==> config.mk <==
export PLATFORM = sky130hd
export DESIGN_NAME = ldpc_fetch_flat
export DESIGN_NICKNAME = d
export VERILOG_FILES = /design/src/rtl/ldpc_fetch_pkg.sv /design/src/rtl/ldpc_fetch_if.sv /design/src/rtl/ldpc_fetch_pack.sv /design/src/rtl/ldpc_fetch.sv /design/src/flat_wrapper.sv
export SDC_FILE = /design/constraint.sdc
export NUM_CORES = 1
export LEC_CHECK = 0
export ABC_AREA = 1
export CAP_MARGIN = 10
export CORE_ASPECT_RATIO = 1.25
export CORE_MARGIN = 2
export CORE_UTILIZATION = 30
export DETAILED_ROUTE_END_ITERATION = 12
export PLACE_DENSITY_LB_ADDON = 0.08
export SLEW_MARGIN = 20
export SYNTH_ARGS = -nofsm -noshare
export SYNTH_HDL_FRONTEND = slang
export SYNTH_HIERARCHICAL = 1
export SYNTH_SLANG_ARGS = --single-unit
==> constraint.sdc <==
create_clock -name clk6 -period 2.91 [get_ports clk6]
set_input_delay 0.873 -clock clk6 [delete_from_list [all_inputs] [get_ports clk6]]
set_output_delay 0.873 -clock clk6 [all_outputs]
set_load 0.01 [all_outputs]
==> src/rtl/ldpc_fetch_pkg.sv <==
// ============================================================================
// ldpc_fetch_pkg : shared FSM encoding and default geometry for ldpc_fetch
// Rev 1.0
// ============================================================================
`default_nettype none

package ldpc_fetch_pkg;

  typedef enum logic [1:0] {
    S_IDLE = 2'd0,
    S_REQ  = 2'd1,
    S_RECV = 2'd2,
    S_DONE = 2'd3
  } state_t;

  localparam int WID_DEF    = 6;
  localparam int CW_LEN_DEF = 9216;
  localparam int PACK_DEF   = 4;
  localparam int WDOG_DEF   = 1023;
  localparam int ADDR_W_DEF = $clog2(CW_LEN_DEF / PACK_DEF);

endpackage

`default_nettype wire

==> src/rtl/ldpc_fetch_if.sv <==
// ============================================================================
// ldpc_fetch_if : deinterleaver-side and decoder-side signals of ldpc_fetch
// Rev 1.0
// ============================================================================
`default_nettype none

interface ldpc_fetch_if
  import ldpc_fetch_pkg::*;
#(
  parameter int WID  = WID_DEF,
  parameter int PACK = PACK_DEF,
  parameter int AW   = ADDR_W_DEF
);
  logic                bidin_rdy;
  logic                bidin_full;
  logic                bidin_ena_out;
  logic [WID-1:0]      bidin_dout;
  logic                dec_ready;
  logic                ldpc_req;
  logic                ldpc_fin;
  logic                dec_wr;
  logic [AW-1:0]       dec_addr;
  logic [WID*PACK-1:0] dec_data;
  logic                dec_start;
  logic                fetch_err;
  logic                ovf_warn;

  modport master (
    input  bidin_rdy, bidin_full, bidin_ena_out, bidin_dout, dec_ready,
    output ldpc_req, ldpc_fin, dec_wr, dec_addr, dec_data, dec_start,
           fetch_err, ovf_warn
  );

  modport slave (
    output bidin_rdy, bidin_full, bidin_ena_out, bidin_dout, dec_ready,
    input  ldpc_req, ldpc_fin, dec_wr, dec_addr, dec_data, dec_start,
           fetch_err, ovf_warn
  );
endinterface

`default_nettype wire

==> src/rtl/ldpc_fetch_pack.sv <==
// ============================================================================
// ldpc_pack : packs accepted samples into decoder words, generates dec_wr/addr
// Rev 1.0
// ============================================================================
`default_nettype none

module ldpc_pack
  import ldpc_fetch_pkg::*;
#(
  parameter int WID  = WID_DEF,
  parameter int PACK = PACK_DEF,
  parameter int AW   = ADDR_W_DEF
) (
  input  wire logic                clk6,
  input  wire logic                rst_n,
  input  wire logic                clr_i,
  input  wire logic                acc_i,
  input  wire logic [WID-1:0]      din_i,
  output      logic                wr_o,
  output      logic [AW-1:0]       addr_o,
  output      logic [WID*PACK-1:0] data_o
);
  localparam int DW = WID * PACK;
  localparam int IW = (PACK > 1) ? $clog2(PACK) : 1;

  logic [DW-1:0] word_d;
  logic [DW-1:0] data_q;
  logic [IW-1:0] idx_q;
  logic [AW-1:0] addr_q;
  logic          wr_q;

  // Newest sample enters at the top, so the first sample ends up in the LSBs.
  if (PACK > 1) begin : g_multi
    logic [DW-WID-1:0] sh_q;

    always_ff @(posedge clk6 or negedge rst_n) begin
      if (!rst_n) begin
        sh_q <= '0;
      end else if (clr_i) begin
        sh_q <= '0;
      end else if (acc_i) begin
        sh_q <= word_d[DW-1:WID];
      end
    end

    assign word_d = {din_i, sh_q};
  end else begin : g_single
    assign word_d = din_i;
  end

  always_ff @(posedge clk6 or negedge rst_n) begin
    if (!rst_n) begin
      idx_q  <= '0;
      addr_q <= '0;
      data_q <= '0;
      wr_q   <= 1'b0;
    end else begin
      wr_q <= 1'b0;
      if (clr_i) begin
        idx_q  <= '0;
        addr_q <= '0;
      end else begin
        if (wr_q) begin
          addr_q <= addr_q + 1'b1;
        end
        if (acc_i) begin
          if (idx_q == IW'(PACK - 1)) begin
            idx_q  <= '0;
            data_q <= word_d;
            wr_q   <= 1'b1;
          end else begin
            idx_q <= idx_q + 1'b1;
          end
        end
      end
    end
  end

  assign wr_o   = wr_q;
  assign addr_o = addr_q;
  assign data_o = data_q;

endmodule

`default_nettype wire

==> src/rtl/ldpc_fetch.sv <==
// ============================================================================
// ldpc_fetch : requests codewords from the deinterleaver and fills decoder RAM
// Rev 1.0
// ============================================================================
`default_nettype none

module ldpc_fetch
  import ldpc_fetch_pkg::*;
#(
  parameter int WID    = WID_DEF,
  parameter int CW_LEN = CW_LEN_DEF,
  parameter int PACK   = PACK_DEF,
  parameter int WDOG   = WDOG_DEF
) (
  input wire logic     clk6,
  input wire logic     rst_n,
  ldpc_fetch_if.master bus
);
  localparam int AW = $clog2(CW_LEN / PACK);
  localparam int CW = $clog2(CW_LEN);
  localparam int WW = $clog2(WDOG + 1);

  state_t        state_q, state_d;
  logic [CW-1:0] cnt_q, cnt_d;
  logic [WW-1:0] wd_q, wd_d;
  logic          accept;
  logic          timeout;
  logic          req_q, fin_q, start_q, err_q, ovf_q, full_q;

  always_comb begin
    state_d = state_q;
    cnt_d   = cnt_q;
    wd_d    = wd_q;
    accept  = 1'b0;
    timeout = 1'b0;
    case (state_q)
      S_IDLE: begin
        if (bus.bidin_rdy && bus.dec_ready) begin
          state_d = S_REQ;
        end
      end
      S_REQ: begin
        state_d = S_RECV;
        cnt_d   = '0;
        wd_d    = '0;
      end
      S_RECV: begin
        if (bus.bidin_ena_out) begin
          accept = 1'b1;
          wd_d   = '0;
          if (cnt_q == CW'(CW_LEN - 1)) begin
            state_d = S_DONE;
          end else begin
            cnt_d = cnt_q + 1'b1;
          end
        end else if (wd_q == WW'(WDOG - 1)) begin
          // This idle cycle is the WDOG-th in a row: abandon the codeword.
          timeout = 1'b1;
          state_d = S_IDLE;
        end else begin
          wd_d = wd_q + 1'b1;
        end
      end
      S_DONE: begin
        state_d = S_IDLE;
      end
      default: begin
        state_d = S_IDLE;
      end
    endcase
  end

  always_ff @(posedge clk6 or negedge rst_n) begin
    if (!rst_n) begin
      state_q <= S_IDLE;
      cnt_q   <= '0;
      wd_q    <= '0;
      req_q   <= 1'b0;
      fin_q   <= 1'b0;
      start_q <= 1'b0;
      err_q   <= 1'b0;
      ovf_q   <= 1'b0;
      full_q  <= 1'b0;
    end else begin
      state_q <= state_d;
      cnt_q   <= cnt_d;
      wd_q    <= wd_d;
      req_q   <= (state_d == S_REQ);
      fin_q   <= (state_q == S_DONE);
      start_q <= (state_q == S_DONE);
      err_q   <= timeout;
      full_q  <= bus.bidin_full;
      ovf_q   <= bus.bidin_full && !full_q && (state_q == S_IDLE);
    end
  end

  ldpc_pack #(
    .WID  (WID),
    .PACK (PACK),
    .AW   (AW)
  ) u_pack (
    .clk6   (clk6),
    .rst_n  (rst_n),
    .clr_i  (state_q == S_REQ),
    .acc_i  (accept),
    .din_i  (bus.bidin_dout),
    .wr_o   (bus.dec_wr),
    .addr_o (bus.dec_addr),
    .data_o (bus.dec_data)
  );

  assign bus.ldpc_req  = req_q;
  assign bus.ldpc_fin  = fin_q;
  assign bus.dec_start = start_q;
  assign bus.fetch_err = err_q;
  assign bus.ovf_warn  = ovf_q;

endmodule

`default_nettype wire
==> src/flat_wrapper.sv <==
// flat-port wrapper written by rule: the top's interface ports become plain ports
module ldpc_fetch_flat import ldpc_fetch_pkg::*;
#(
  parameter int WID    = WID_DEF,
  parameter int CW_LEN = CW_LEN_DEF,
  parameter int PACK   = PACK_DEF,
  parameter int WDOG   = WDOG_DEF
)
  (clk6, rst_n, bus_bidin_rdy, bus_bidin_full, bus_bidin_ena_out, bus_bidin_dout, bus_dec_ready, bus_ldpc_req, bus_ldpc_fin, bus_dec_wr, bus_dec_addr, bus_dec_data, bus_dec_start, bus_fetch_err, bus_ovf_warn);
  ldpc_fetch_if #(.WID(WID), .PACK(PACK)) bus_i ();
  input wire logic clk6;
  input wire logic rst_n;
  input wire logic [$bits(bus_i.bidin_rdy)-1:0] bus_bidin_rdy;
  input wire logic [$bits(bus_i.bidin_full)-1:0] bus_bidin_full;
  input wire logic [$bits(bus_i.bidin_ena_out)-1:0] bus_bidin_ena_out;
  input wire logic [$bits(bus_i.bidin_dout)-1:0] bus_bidin_dout;
  input wire logic [$bits(bus_i.dec_ready)-1:0] bus_dec_ready;
  output wire logic [$bits(bus_i.ldpc_req)-1:0] bus_ldpc_req;
  output wire logic [$bits(bus_i.ldpc_fin)-1:0] bus_ldpc_fin;
  output wire logic [$bits(bus_i.dec_wr)-1:0] bus_dec_wr;
  output wire logic [$bits(bus_i.dec_addr)-1:0] bus_dec_addr;
  output wire logic [$bits(bus_i.dec_data)-1:0] bus_dec_data;
  output wire logic [$bits(bus_i.dec_start)-1:0] bus_dec_start;
  output wire logic [$bits(bus_i.fetch_err)-1:0] bus_fetch_err;
  output wire logic [$bits(bus_i.ovf_warn)-1:0] bus_ovf_warn;
  assign bus_i.bidin_rdy = bus_bidin_rdy;
  assign bus_i.bidin_full = bus_bidin_full;
  assign bus_i.bidin_ena_out = bus_bidin_ena_out;
  assign bus_i.bidin_dout = bus_bidin_dout;
  assign bus_i.dec_ready = bus_dec_ready;
  assign bus_ldpc_req = bus_i.ldpc_req;
  assign bus_ldpc_fin = bus_i.ldpc_fin;
  assign bus_dec_wr = bus_i.dec_wr;
  assign bus_dec_addr = bus_i.dec_addr;
  assign bus_dec_data = bus_i.dec_data;
  assign bus_dec_start = bus_i.dec_start;
  assign bus_fetch_err = bus_i.fetch_err;
  assign bus_ovf_warn = bus_i.ovf_warn;
  ldpc_fetch #(.WID(WID), .CW_LEN(CW_LEN), .PACK(PACK), .WDOG(WDOG)) u_core (.clk6(clk6), .rst_n(rst_n), .bus(bus_i));
endmodule
==> flow_summary.yaml <==
global_route:
  grt_pass1_vias: 3192
  grt_use_total_pct: 13.5
  top_usage_layer: "met2"
  grtUsageMet2_pct: 22.3
  grt_overflow_total: 0
  use_met3_pct: 2.07
  grt_pass1_wl_mm: 15.6
  use_met1_pct: 17.4
  antenna_found_initial: 0
  grt_max_degree: 50
cts:
  cts_tree: "yes"
  hold_buffers: 0
  clkTransAtPathRegs_ns: 0.06
  cts_max_path_buffers: 2
  cts_htree_levels: 3
  cts_setup_buffers: 0
  clock_sinks: 88
  cts_inserted_buffers: 9
  ctsResizeCount: 0
  clk_latency_ns: 0.33
  root_buffer: "clkbuf_16"
outcome:
  status: "finished, final reports clean"
setup_path:
  r2r_cells: 6
  crit_path_end_kind: "primary output"
  r2r_slack_ns: 1.05
  timing.rr.end: "u_core/cnt_q[5]"
  reg2reg_from: "u_core/state_q[1]"
  startpoint_type: "flop"
  slowest_delay_ns: 0.60
  cp_max_fo: 7
  path_cells: "clkdlybuf4s50_1"
  cp_slowest_cell: "clkdlybuf4s50_1"
  worstSetupPathType: "reg2out"
  crit_required_ns: 2.04
  critPathBufInv: 1
  crit_family: "buffers and inverters"
  crit_arrival_ns: 1.43
route:
  first_pass_iters: 4
  ant_nets: 0
  drtIter0Drc: 70
  routed_wirelength_mm: 9.29
  vias_per_cell: 4.58
  wl_per_cell_um: 13.0
  dr_total_vias: 3269
  drc: 0
logic_synthesis:
  yosysWarningCount: 6
  syn_area_per_cell_um2: 8.65
  synth_fp_nets: 496
  synthCells: 479
  syn_area_um2: 4150
  synth.distinct_cells: 34
  ys_seq_elements: 88
  ys_seq_area_share_pct: 53.1
power_and_ir_drop:
  pwr-share-clk_pct: 26.7
  power_switching_mw: 1.32
  pwr-share-comb_pct: 29.9
  max-vdd-ir-drop_v: 0.000336
  power_frac_seq_pct: 43.4
  p_leak_nw: 2.30
  swShare_pct: 33.6
  p_int_mw: 2.61
  pwr_density_cell_nw_per_um2: 772
sta:
  fmax_ghz: 0.433
  setup_tns_ns: 0
  rsz0062_at_grt: "no"
  setup_viol: 0
  relSlewSlack_pct: 58.1
  min_period_ns: 2.31
  slew_viol_final: 0
  fin_crit_sh_pct: 79.3
  worst_slew_pin_slew_ns: 0.628
  fin_worst_skew_ns: 0.00403
  hold_viol_final: 0
finish:
  drive_gt1_share_pct: 9.29
  multi_input_area_um2: 1580
  fin_area_um2: 5100
  nFillCells: 1423
  syn_to_final_growth_pct: 22.9
  antenna_cells: 0
  fin_nets: 551
  seqCellArea_um2: 2200
floorplan:
  pin_count: 54
  core_area_um2: 13600
  initial_core_util_pct: 30.4
  die_h_um: 135
  num_rows: 48
  die_area_um2: 14800
  die_w_um: 109
worst_hold_path:
  hold_class: "reg2reg"
  hold_path_end: "u_core/bus.ovf_warn"
  hold_depth: 1
  min_from: "u_core/full_q"
placed_design:
  port-buffer-count: 53
  gp_congestion: 0.788
  dp_hpwl_mm: 6.53
  place_area_um2: 4830
job:
  maxCapViolCount: 0
-- worst max-delay path by stage --
stage               cells past startpoint  slack (ns)                        to                from
global route                            8        0.41   u_core/u_pack/data_o[4]   bus_bidin_ena_out
global placement                        8        0.29  u_core/u_pack/data_o[21]   bus_bidin_ena_out
floorplan                               9        1.03  u_core/u_pack/data_o[10]   bus_bidin_ena_out
detailed placement                      8        0.21   u_core/u_pack/data_o[4]   bus_bidin_ena_out
CTS                                     1        0.57                bus_dec_wr  u_core/u_pack/wr_o
finish                                  1        0.60                bus_dec_wr  u_core/u_pack/wr_o
-- cells by family after synthesis --
group	after synthesis	synth area share [%]
AND/OR/NAND/NOR	220	24.0
buffers and inverters	81	8.69
flip-flops	88	53.1
adder cells (fa/ha/maj)	5	1.51
AO/OA/AOI/OAI	78	11.2
XOR/XNOR	7	1.48
-- per-layer routing --
| metal | part of all wire [%] | wire length [um] |
|---|---|---|
| met5 | 0 | 0 |
| met4 | 1.7 | 158 |
| met3 | 3.3 | 305 |
| met2 | 50 | 4620 |
| met1 | 45 | 4200 |
-- worst reg2reg max path, delay by kind of cell (launching register included) --
family	cells	cell delay (ns)
simple gates	4	0.91
flops	1	0.42
buf+inv	2	0.42
-- power by group through the flow --
stage | Sequential, mW | Clock (mW) | Combinational, mW
floorplan | 1.76 | 0 | 0.672
global placement | 1.73 | 0 | 1.18
finish | 1.71 | 1.05 | 1.18
detailed placement | 1.74 | 0 | 1.20
global route | 1.74 | 1.14 | 1.33
CTS | 1.71 | 1.10 | 1.20
-- synthesized netlist by cell type (all sizes together) --
cell      n  area share (%)
o21bai    7             1.3
or2       1            0.15
o31ai     2            0.36
inv      67             6.1
nand3    30             3.7
o22ai    18             2.7
nor2     43             4.8
a21oi     9             1.4
xnor2     5             1.1
ha        5             1.5
buf      11             2.3
clkbuf    2            0.21
xor2      2            0.42
dfrtp    88              53
nand4    14             2.1
nand2   122              12
nand3b    1            0.18
clkinv    1            0.12
nor3      7            0.97
nor3b     2            0.36
o21ai    42             5.5
-- sequential cells by signal, indices dropped and copies added, names as in the netlist --
signal	flops
u_core/bus.ovf_warn	1
u_core/full_q	1
u_core/cnt_q	14
u_core/bus.fetch_err	1
u_core/u_pack/addr_o	12
u_core/wd_q	10
u_core/bus.dec_start	1
u_core/state_q	2
u_core/bus.ldpc_req	1
u_core/u_pack/g_multi.sh_q	18
u_core/u_pack/idx_q	2
u_core/u_pack/wr_o	1
u_core/u_pack/data_o	24
-- stage by stage --
stage | power, mW | setup WS [ns] | hold WS [ns] | cells | util, %
final | 3.94 | 0.602 | 0.394 | 713 | 37.4
after global routing | 4.21 | 0.409 | 0.408 | 713 | 37.4
after CTS | 4.02 | 0.567 | 0.400 | 713 | 37.4
after detailed placement | 2.94 | 0.210 | 0.390 | 698 | 35.4
after global placement | 2.91 | 0.287 | 0.384 | 698 | 35.4
after floorplan | 2.43 | 1.03 | 0.377 | 479 | -
-- cell type report --
| cell class | instances | share of cell area [%] |
|---|---|---|
| repair buffers | 57 | 11.2 |
| inverters | 68 | 5.03 |
| clock inverters | 4 | 0.638 |
| flip-flops and latches | 88 | 43.2 |
| clock buffers | 11 | 4.57 |
| multi-input cells | 310 | 31.1 |
| well taps | 175 | 4.30 |
-- placed cells by master (no fill, tap or decap) --
master           netlist  final
buf_4                  1      4
nor2_4                 4      4
o21ai_0               17     17
o21bai_1               7      7
nand2_2                7      7
clkinv_2               1      1
o31ai_1                2      2
dfrtp_1               88     88
clkbuf_16              0      9
clkinv_4               0      2
a21oi_1                8      8
ha_1                   5      5
xor2_1                 2      2
nand4_1               14     14
inv_2                  7      7
inv_1                 60     60
nor3_2                 1      1
xnor2_1                5      5
nand2_4                1      1
o21ai_2                5      5
o21ai_1               20     20
nor3b_1                2      2
nor2_2                 3      3
o22ai_1               18     18
nand3_2                1      1
clkdlybuf4s50_1        0     52
nand3b_1               1      1
buf_12                 0      1
or2_2                  1      1
clkbuf_1               1      2
nor2_1                36     36
a21oi_4                1      1
clkinvlp_4             0      2
nor3_1                 6      6
nand2_1              114    114
nand3_1               29     29
(Power assumes the default switching activity.)
